<file path="src/rtl/halt_pkg.sv">
// rtl/halt_pkg.sv - shared types and defaults for the run/halt controller
package halt_pkg;

    typedef enum logic [1:0] {
        RUN    = 2'd0,
        DRAIN  = 2'd1,
        HALTED = 2'd2
    } state_t;

    typedef enum logic [1:0] {
        DONE_NONE     = 2'd0,
        DONE_OK       = 2'd1,
        DONE_WDOG     = 2'd2,
        DONE_DRAIN_TO = 2'd3
    } done_t;

    localparam int DRAIN_MAX_DEFAULT = 8;

endpackage

</file>
<file path="src/rtl/halt_ctrl_if.sv">
// rtl/halt_ctrl_if.sv - core-side halt request/retire inputs and halt status outputs
interface halt_ctrl_if #(
    parameter int CYCLE_W = 16
);
    import halt_pkg::*;

    logic               halt_req;
    logic               retire;
    logic               busy;
    logic               freeze;
    logic               halt;
    done_t              done_code;
    logic [CYCLE_W-1:0] cycles;
    logic [CYCLE_W-1:0] retired;

    modport master (
        output halt_req, retire, busy,
        input  freeze, halt, done_code, cycles, retired
    );

    modport slave (
        input  halt_req, retire, busy,
        output freeze, halt, done_code, cycles, retired
    );

endinterface

</file>
<file path="src/rtl/sat_counter.sv">
// rtl/sat_counter.sv - enabled up-counter that sticks at all-ones
module sat_counter #(
    parameter int W = 16
) (
    input  logic         clk,
    input  logic         rst_n,
    input  logic         en,
    output logic [W-1:0] q
);

    always_ff @(posedge clk or negedge rst_n) begin
        if (!rst_n) begin
            q <= '0;
        end else if (en && (q != {W{1'b1}})) begin
            q <= q + 1'b1;
        end
    end

endmodule

</file>
<file path="src/rtl/halt_ctrl.sv">
// rtl/halt_ctrl.sv - run/drain/halt FSM with cycle and retire counters
// Optional cycle watchdog compiled in with HALT_CTRL_WATCHDOG_EN.
module halt_ctrl
    import halt_pkg::*;
#(
    parameter int CYCLE_W     = 16,
    parameter int CYCLE_LIMIT = 30000,
    parameter int DRAIN_MAX   = DRAIN_MAX_DEFAULT
) (
    input  logic        clk,
    input  logic        rst_n,
    halt_ctrl_if.slave  bus
);

    localparam int DRAIN_W = (DRAIN_MAX > 2) ? $clog2(DRAIN_MAX) : 1;

    state_t             state, state_nx;
    done_t              done_q, done_nx;
    logic [DRAIN_W-1:0] drain_cnt, drain_nx;
    logic [CYCLE_W-1:0] cycles;
    logic [CYCLE_W-1:0] retired;
    logic               cnt_en;

    // Counters run through the edge that enters HALTED, then freeze.
    assign cnt_en = (state != HALTED);

    sat_counter #(.W(CYCLE_W)) u_cycles (
        .clk   (clk),
        .rst_n (rst_n),
        .en    (cnt_en),
        .q     (cycles)
    );

    sat_counter #(.W(CYCLE_W)) u_retired (
        .clk   (clk),
        .rst_n (rst_n),
        .en    (cnt_en && bus.retire),
        .q     (retired)
    );

`ifdef HALT_CTRL_WATCHDOG_EN
    // Compare at 32+ bits so a narrow counter never aliases onto the limit.
    localparam int CMP_W = (CYCLE_W > 32) ? CYCLE_W : 32;
    logic [CMP_W-1:0] cycles_ext;
    logic             wdog_hit;
    assign cycles_ext = CMP_W'(cycles);
    assign wdog_hit   = (cycles_ext == CMP_W'(CYCLE_LIMIT - 1));
`endif

    always_ff @(posedge clk or negedge rst_n) begin
        if (!rst_n) begin
            state     <= RUN;
            done_q    <= DONE_NONE;
            drain_cnt <= '0;
        end else begin
            state     <= state_nx;
            done_q    <= done_nx;
            drain_cnt <= drain_nx;
        end
    end

    always_comb begin
        state_nx = state;
        done_nx  = done_q;
        drain_nx = drain_cnt;
        case (state)
            RUN: begin
                if (bus.halt_req) begin
                    state_nx = DRAIN;
                    drain_nx = '0;
                end
`ifdef HALT_CTRL_WATCHDOG_EN
                else if (wdog_hit) begin
                    state_nx = HALTED;
                    done_nx  = DONE_WDOG;
                end
`endif
            end
            DRAIN: begin
                if (!bus.busy) begin
                    state_nx = HALTED;
                    done_nx  = DONE_OK;
                end else if (drain_cnt == DRAIN_W'(DRAIN_MAX - 1)) begin
                    state_nx = HALTED;
                    done_nx  = DONE_DRAIN_TO;
                end else begin
                    drain_nx = drain_cnt + 1'b1;
                end
            end
            HALTED: begin
                state_nx = HALTED;
            end
            default: begin
                state_nx = RUN;
            end
        endcase
    end

    assign bus.freeze    = (state != RUN);
    assign bus.halt      = (state == HALTED);
    assign bus.done_code = done_q;
    assign bus.cycles    = cycles;
    assign bus.retired   = retired;

endmodule

</file>
<file path="src/flat_wrapper.sv">
// flat-port wrapper written by rule: the top's interface ports become plain ports
module halt_ctrl_flat import halt_pkg::*;
#(
    parameter int CYCLE_W     = 16,
    parameter int CYCLE_LIMIT = 30000,
    parameter int DRAIN_MAX   = DRAIN_MAX_DEFAULT
)
  (clk, rst_n, bus_halt_req, bus_retire, bus_busy, bus_freeze, bus_halt, bus_done_code, bus_cycles, bus_retired);
  halt_ctrl_if #(.CYCLE_W(CYCLE_W)) bus_i ();
  input  logic clk;
  input  logic rst_n;
  input wire logic [$bits(bus_i.halt_req)-1:0] bus_halt_req;
  input wire logic [$bits(bus_i.retire)-1:0] bus_retire;
  input wire logic [$bits(bus_i.busy)-1:0] bus_busy;
  output wire logic [$bits(bus_i.freeze)-1:0] bus_freeze;
  output wire logic [$bits(bus_i.halt)-1:0] bus_halt;
  output wire logic [$bits(bus_i.done_code)-1:0] bus_done_code;
  output wire logic [$bits(bus_i.cycles)-1:0] bus_cycles;
  output wire logic [$bits(bus_i.retired)-1:0] bus_retired;
  assign bus_i.halt_req = bus_halt_req;
  assign bus_i.retire = bus_retire;
  assign bus_i.busy = bus_busy;
  assign bus_freeze = bus_i.freeze;
  assign bus_halt = bus_i.halt;
  assign bus_done_code = bus_i.done_code;
  assign bus_cycles = bus_i.cycles;
  assign bus_retired = bus_i.retired;
  halt_ctrl #(.CYCLE_W(CYCLE_W), .CYCLE_LIMIT(CYCLE_LIMIT), .DRAIN_MAX(DRAIN_MAX)) u_core (.clk(clk), .rst_n(rst_n), .bus(bus_i));
endmodule
</file>
<file path="config.mk">
export PLATFORM = sky130hd
export DESIGN_NAME = halt_ctrl_flat
export DESIGN_NICKNAME = d
export VERILOG_FILES = /design/src/rtl/halt_pkg.sv /design/src/rtl/halt_ctrl_if.sv /design/src/rtl/sat_counter.sv /design/src/rtl/halt_ctrl.sv /design/src/flat_wrapper.sv
export SDC_FILE = /design/constraint.sdc
export NUM_CORES = 1
export LEC_CHECK = 0
export CAP_MARGIN = 40
export CORE_MARGIN = 10
export CORE_UTILIZATION = 40
export DETAILED_ROUTE_END_ITERATION = 10
export HOLD_SLACK_MARGIN = 0.12
export PLACE_DENSITY = 0.74
export SYNTH_ARGS = -nofsm -noshare
export SYNTH_HDL_FRONTEND = slang
export SYNTH_SLANG_ARGS = --single-unit
export TNS_END_PERCENT = 1
</file>
<file path="constraint.sdc">
create_clock -name clk -period 1.7 [get_ports clk]
set_input_delay 0.17 -clock clk [delete_from_list [all_inputs] [get_ports clk]]
set_output_delay 0.17 -clock clk [all_outputs]
set_load 0.02 [all_outputs]
</file>
==> flow_summary.yaml <==
final_layout:
  final_common_cell: "clkdlybuf4s50_1"
  area_growth_pct: 46.6
  final_cell_mix: "clkdlybuf4s50_1, buf_4, dfrtp_1"
  antenna-diode-count: 0
  nets: 273
  fin_util_pct: 61.1
  fin_area_mm2: 0.00293
  drive_gt1_share_pct: 26.8
place:
  dpl_cell_area_mm2: 0.00274
  place_ws_ns: -0.0131
  io_buffer_count: 40
  dp_hpwl_mm: 3.43
  gp_congestion: 0.868
timing:
  period_share_pct: 99.6
  setup_viol: 0
  fmax_mhz: 591
  setup_ws_ns: 0.00739
  rsz0062_at_grt: "true"
  slew_viol_final: 0
  tightest_slew_ns: 0.481
  clock_skew_ns: 0.00946
  relSlewSlack_pct: 67.9
  finalCriticalPeriod_ns: 1.69
  hold_viol: 0
cts:
  cts_tree: "done"
  clkTransAtPathRegs_ns: 0.08
  cts_setup_buffers: 0
  cts-buffers-inserted: 5
  clock_latency_ns: 0.30
  cts_max_level: 2
  clkSinkCount: 39
  root_buffer: "clkbuf_8"
  ctsLongestPathBuffers: 2
routing:
  route.detailed.drc: 0
  ant_nets: 0
  via_per_inst: 4.98
  routedWlPerCell_um: 14.1
  vias: 1632
  firstDrtPassIters: 4
  drt_iter0_markers: 69
  wl_mm: 4.61
yosys:
  ys_seq_area_share_pct: 48.9
  syn_area_per_cell_um2: 10.9
  synth_nets: 196
  ys_ff_latch: 39
  netlist_area_mm2: 0.00200
  yosysWarnings: 0
  synthCells: 183
  synth_cell_types: 34
pwr:
  p_leak_nw: 1.26
  power_mw: 4.43
  ir_drop_mv: 0.788
  powerDensity_mw_per_mm2: 1510
global_routing:
  antenna_found_initial: 0
  grt_pass1_wl_mm: 7.74
  grt_pass1_vias: 1610
  grt_max_degree: 40
  grt_usage_pct: 11.5
  grt_overflow: 0
floorplan:
  coreArea_mm2: 0.00479
  die_x_um: 90.6
  fp.dieArea_mm2: 0.00821
  rows: 25
  ios: 41
  die_h_um: 90.6
  start_util_pct: 41.7
setup_path:
  critPathLaunchType: "flip-flop"
  worstPathRequired_ns: 1.92
  arrival_ns: 1.91
  crit_path_end_kind: "flip-flop"
  worstSetupPathType: "reg -> reg"
  max_stage_delay_ns: 0.51
  cp_cell_sequence: "inv_2, ha_4, nand2b_1, or4_4, nor4_4, xor2_1"
  r2r_slack_ns: 0.007
  slowest_stage: "or4_4"
  critPathMaxFanout: 3
  reg2regPathDepth: 6
job:
  cap_violations: 0
min_path:
  hp-class: "in -> async"
outcome:
  status: "completed"
## cell type report
class,count,area [um^2]
fill,410,1860
sequential,39,987
clock inverter,2,35.0
tap,67,83.8
timing repair buffer,72,639
clock buffer,6,82.6
inverter,10,37.5
multi-input combinational,132,1060
## cells by family after synthesis
| logic type | synth area share (%) |
|---|---|
| adder cells (fa/ha/maj) | 5.02 |
| multiplexers | 3.01 |
| flip-flops | 48.9 |
| XOR/XNOR | 11.4 |
| AND/OR/NAND/NOR | 21.8 |
| AO/OA/AOI/OAI | 7.52 |
| buffers and inverters | 2.32 |
## flip-flops by register name, summed over array words and instances, names as in the netlist
signal and cells:
u_core.u_retired.q 16, u_core.drain_cnt 3, u_core.u_cycles.q 16, u_core.bus.done_code 2, u_core.state 2
## routing by layer
layer	global-route usage [%]	share of wire, %
met1	14.3	45
met2	16.5	45
met3	5.40	7.7
met4	4.77	2.0
met5	0	0
## final timing paths
kind                                                     start                                  end
min                                                      rst_n    u_core.u_retired.q[3]$_DFFE_PN0P_
max in group asynchronous                                rst_n     u_core.u_cycles.q[0]$_DFFE_PN0P_
min reg2reg                u_core.bus.done_code[0]$_DFFE_PN0P_  u_core.bus.done_code[0]$_DFFE_PN0P_
min in group clk           u_core.bus.done_code[0]$_DFFE_PN0P_  u_core.bus.done_code[0]$_DFFE_PN0P_
max reg2reg                        u_core.state[0]$_DFFE_PN0P_   u_core.u_retired.q[15]$_DFFE_PN0P_
max                                u_core.state[0]$_DFFE_PN0P_   u_core.u_retired.q[15]$_DFFE_PN0P_
## where the power goes
| group | total [mW] | internal, mW | switching (mW) |
|---|---|---|---|
| logic | 2.11 | 1.08 | 1.03 |
| registers | 1.50 | 1.20 | 0.296 |
| clock network | 0.811 | 0.475 | 0.336 |
| total | 4.43 | 2.76 | 1.67 |
## cells in the mapped netlist
library cell,count,area [um^2]
or2_2,2,12.5
o21a_1,4,30.0
or3_1,1,6.26
nor4_1,4,25.0
inv_1,10,37.5
nor3_1,7,35.0
dfrtp_1,39,976
and3_1,4,25.0
mux2_1,1,11.3
clkbuf_1,1,3.75
or4_4,1,11.3
nor2_1,8,30.0
nand4_1,15,93.8
buf_2,1,5.00
a21oi_1,3,15.0
o211ai_1,1,7.51
a21o_1,2,15.0
nor4_2,1,12.5
a221o_1,1,10.0
ha_1,8,100
nand2b_1,3,18.8
nor2b_1,3,18.8
o21bai_1,1,7.51
xnor2_1,17,149
nand3_1,14,70.1
o41a_1,1,11.3
a22o_1,3,26.3
mux2_2,3,33.8
xor2_1,9,78.8
and4_1,2,17.5
mux2_4,1,15.0
o41ai_4,1,27.5
nand4_4,1,21.3
nand2_1,10,37.5
## metrics by stage
stage               TNS, ns  std cells  hold slack [ns]
floorplan           -0.0417        183           -0.126
global placement          0        319            0.254
detailed placement  -0.0131        319            0.256
CTS                 -0.0401        328            0.461
global route         -0.218        328            0.481
finish                    0        328            0.446
## repair_timing
item / in CTS / in global routing
hold buffers: 1 / 0
resized for setup: 3 / 13
pin swaps: 0 / 2
endpoints found under the setup margin: 5 / 22
endpoints found under the hold margin: 39 / 0
## critical path: cells and delay by family (launching register included)
kind          cells  cell delay (ns)
xor+xnor          1             0.18
fa+ha+maj         1             0.17
buf+inv           1             0.07
flops             1             0.38
simple gates      3             0.81
No activity file was read; power rests on OpenSTA's default activity.
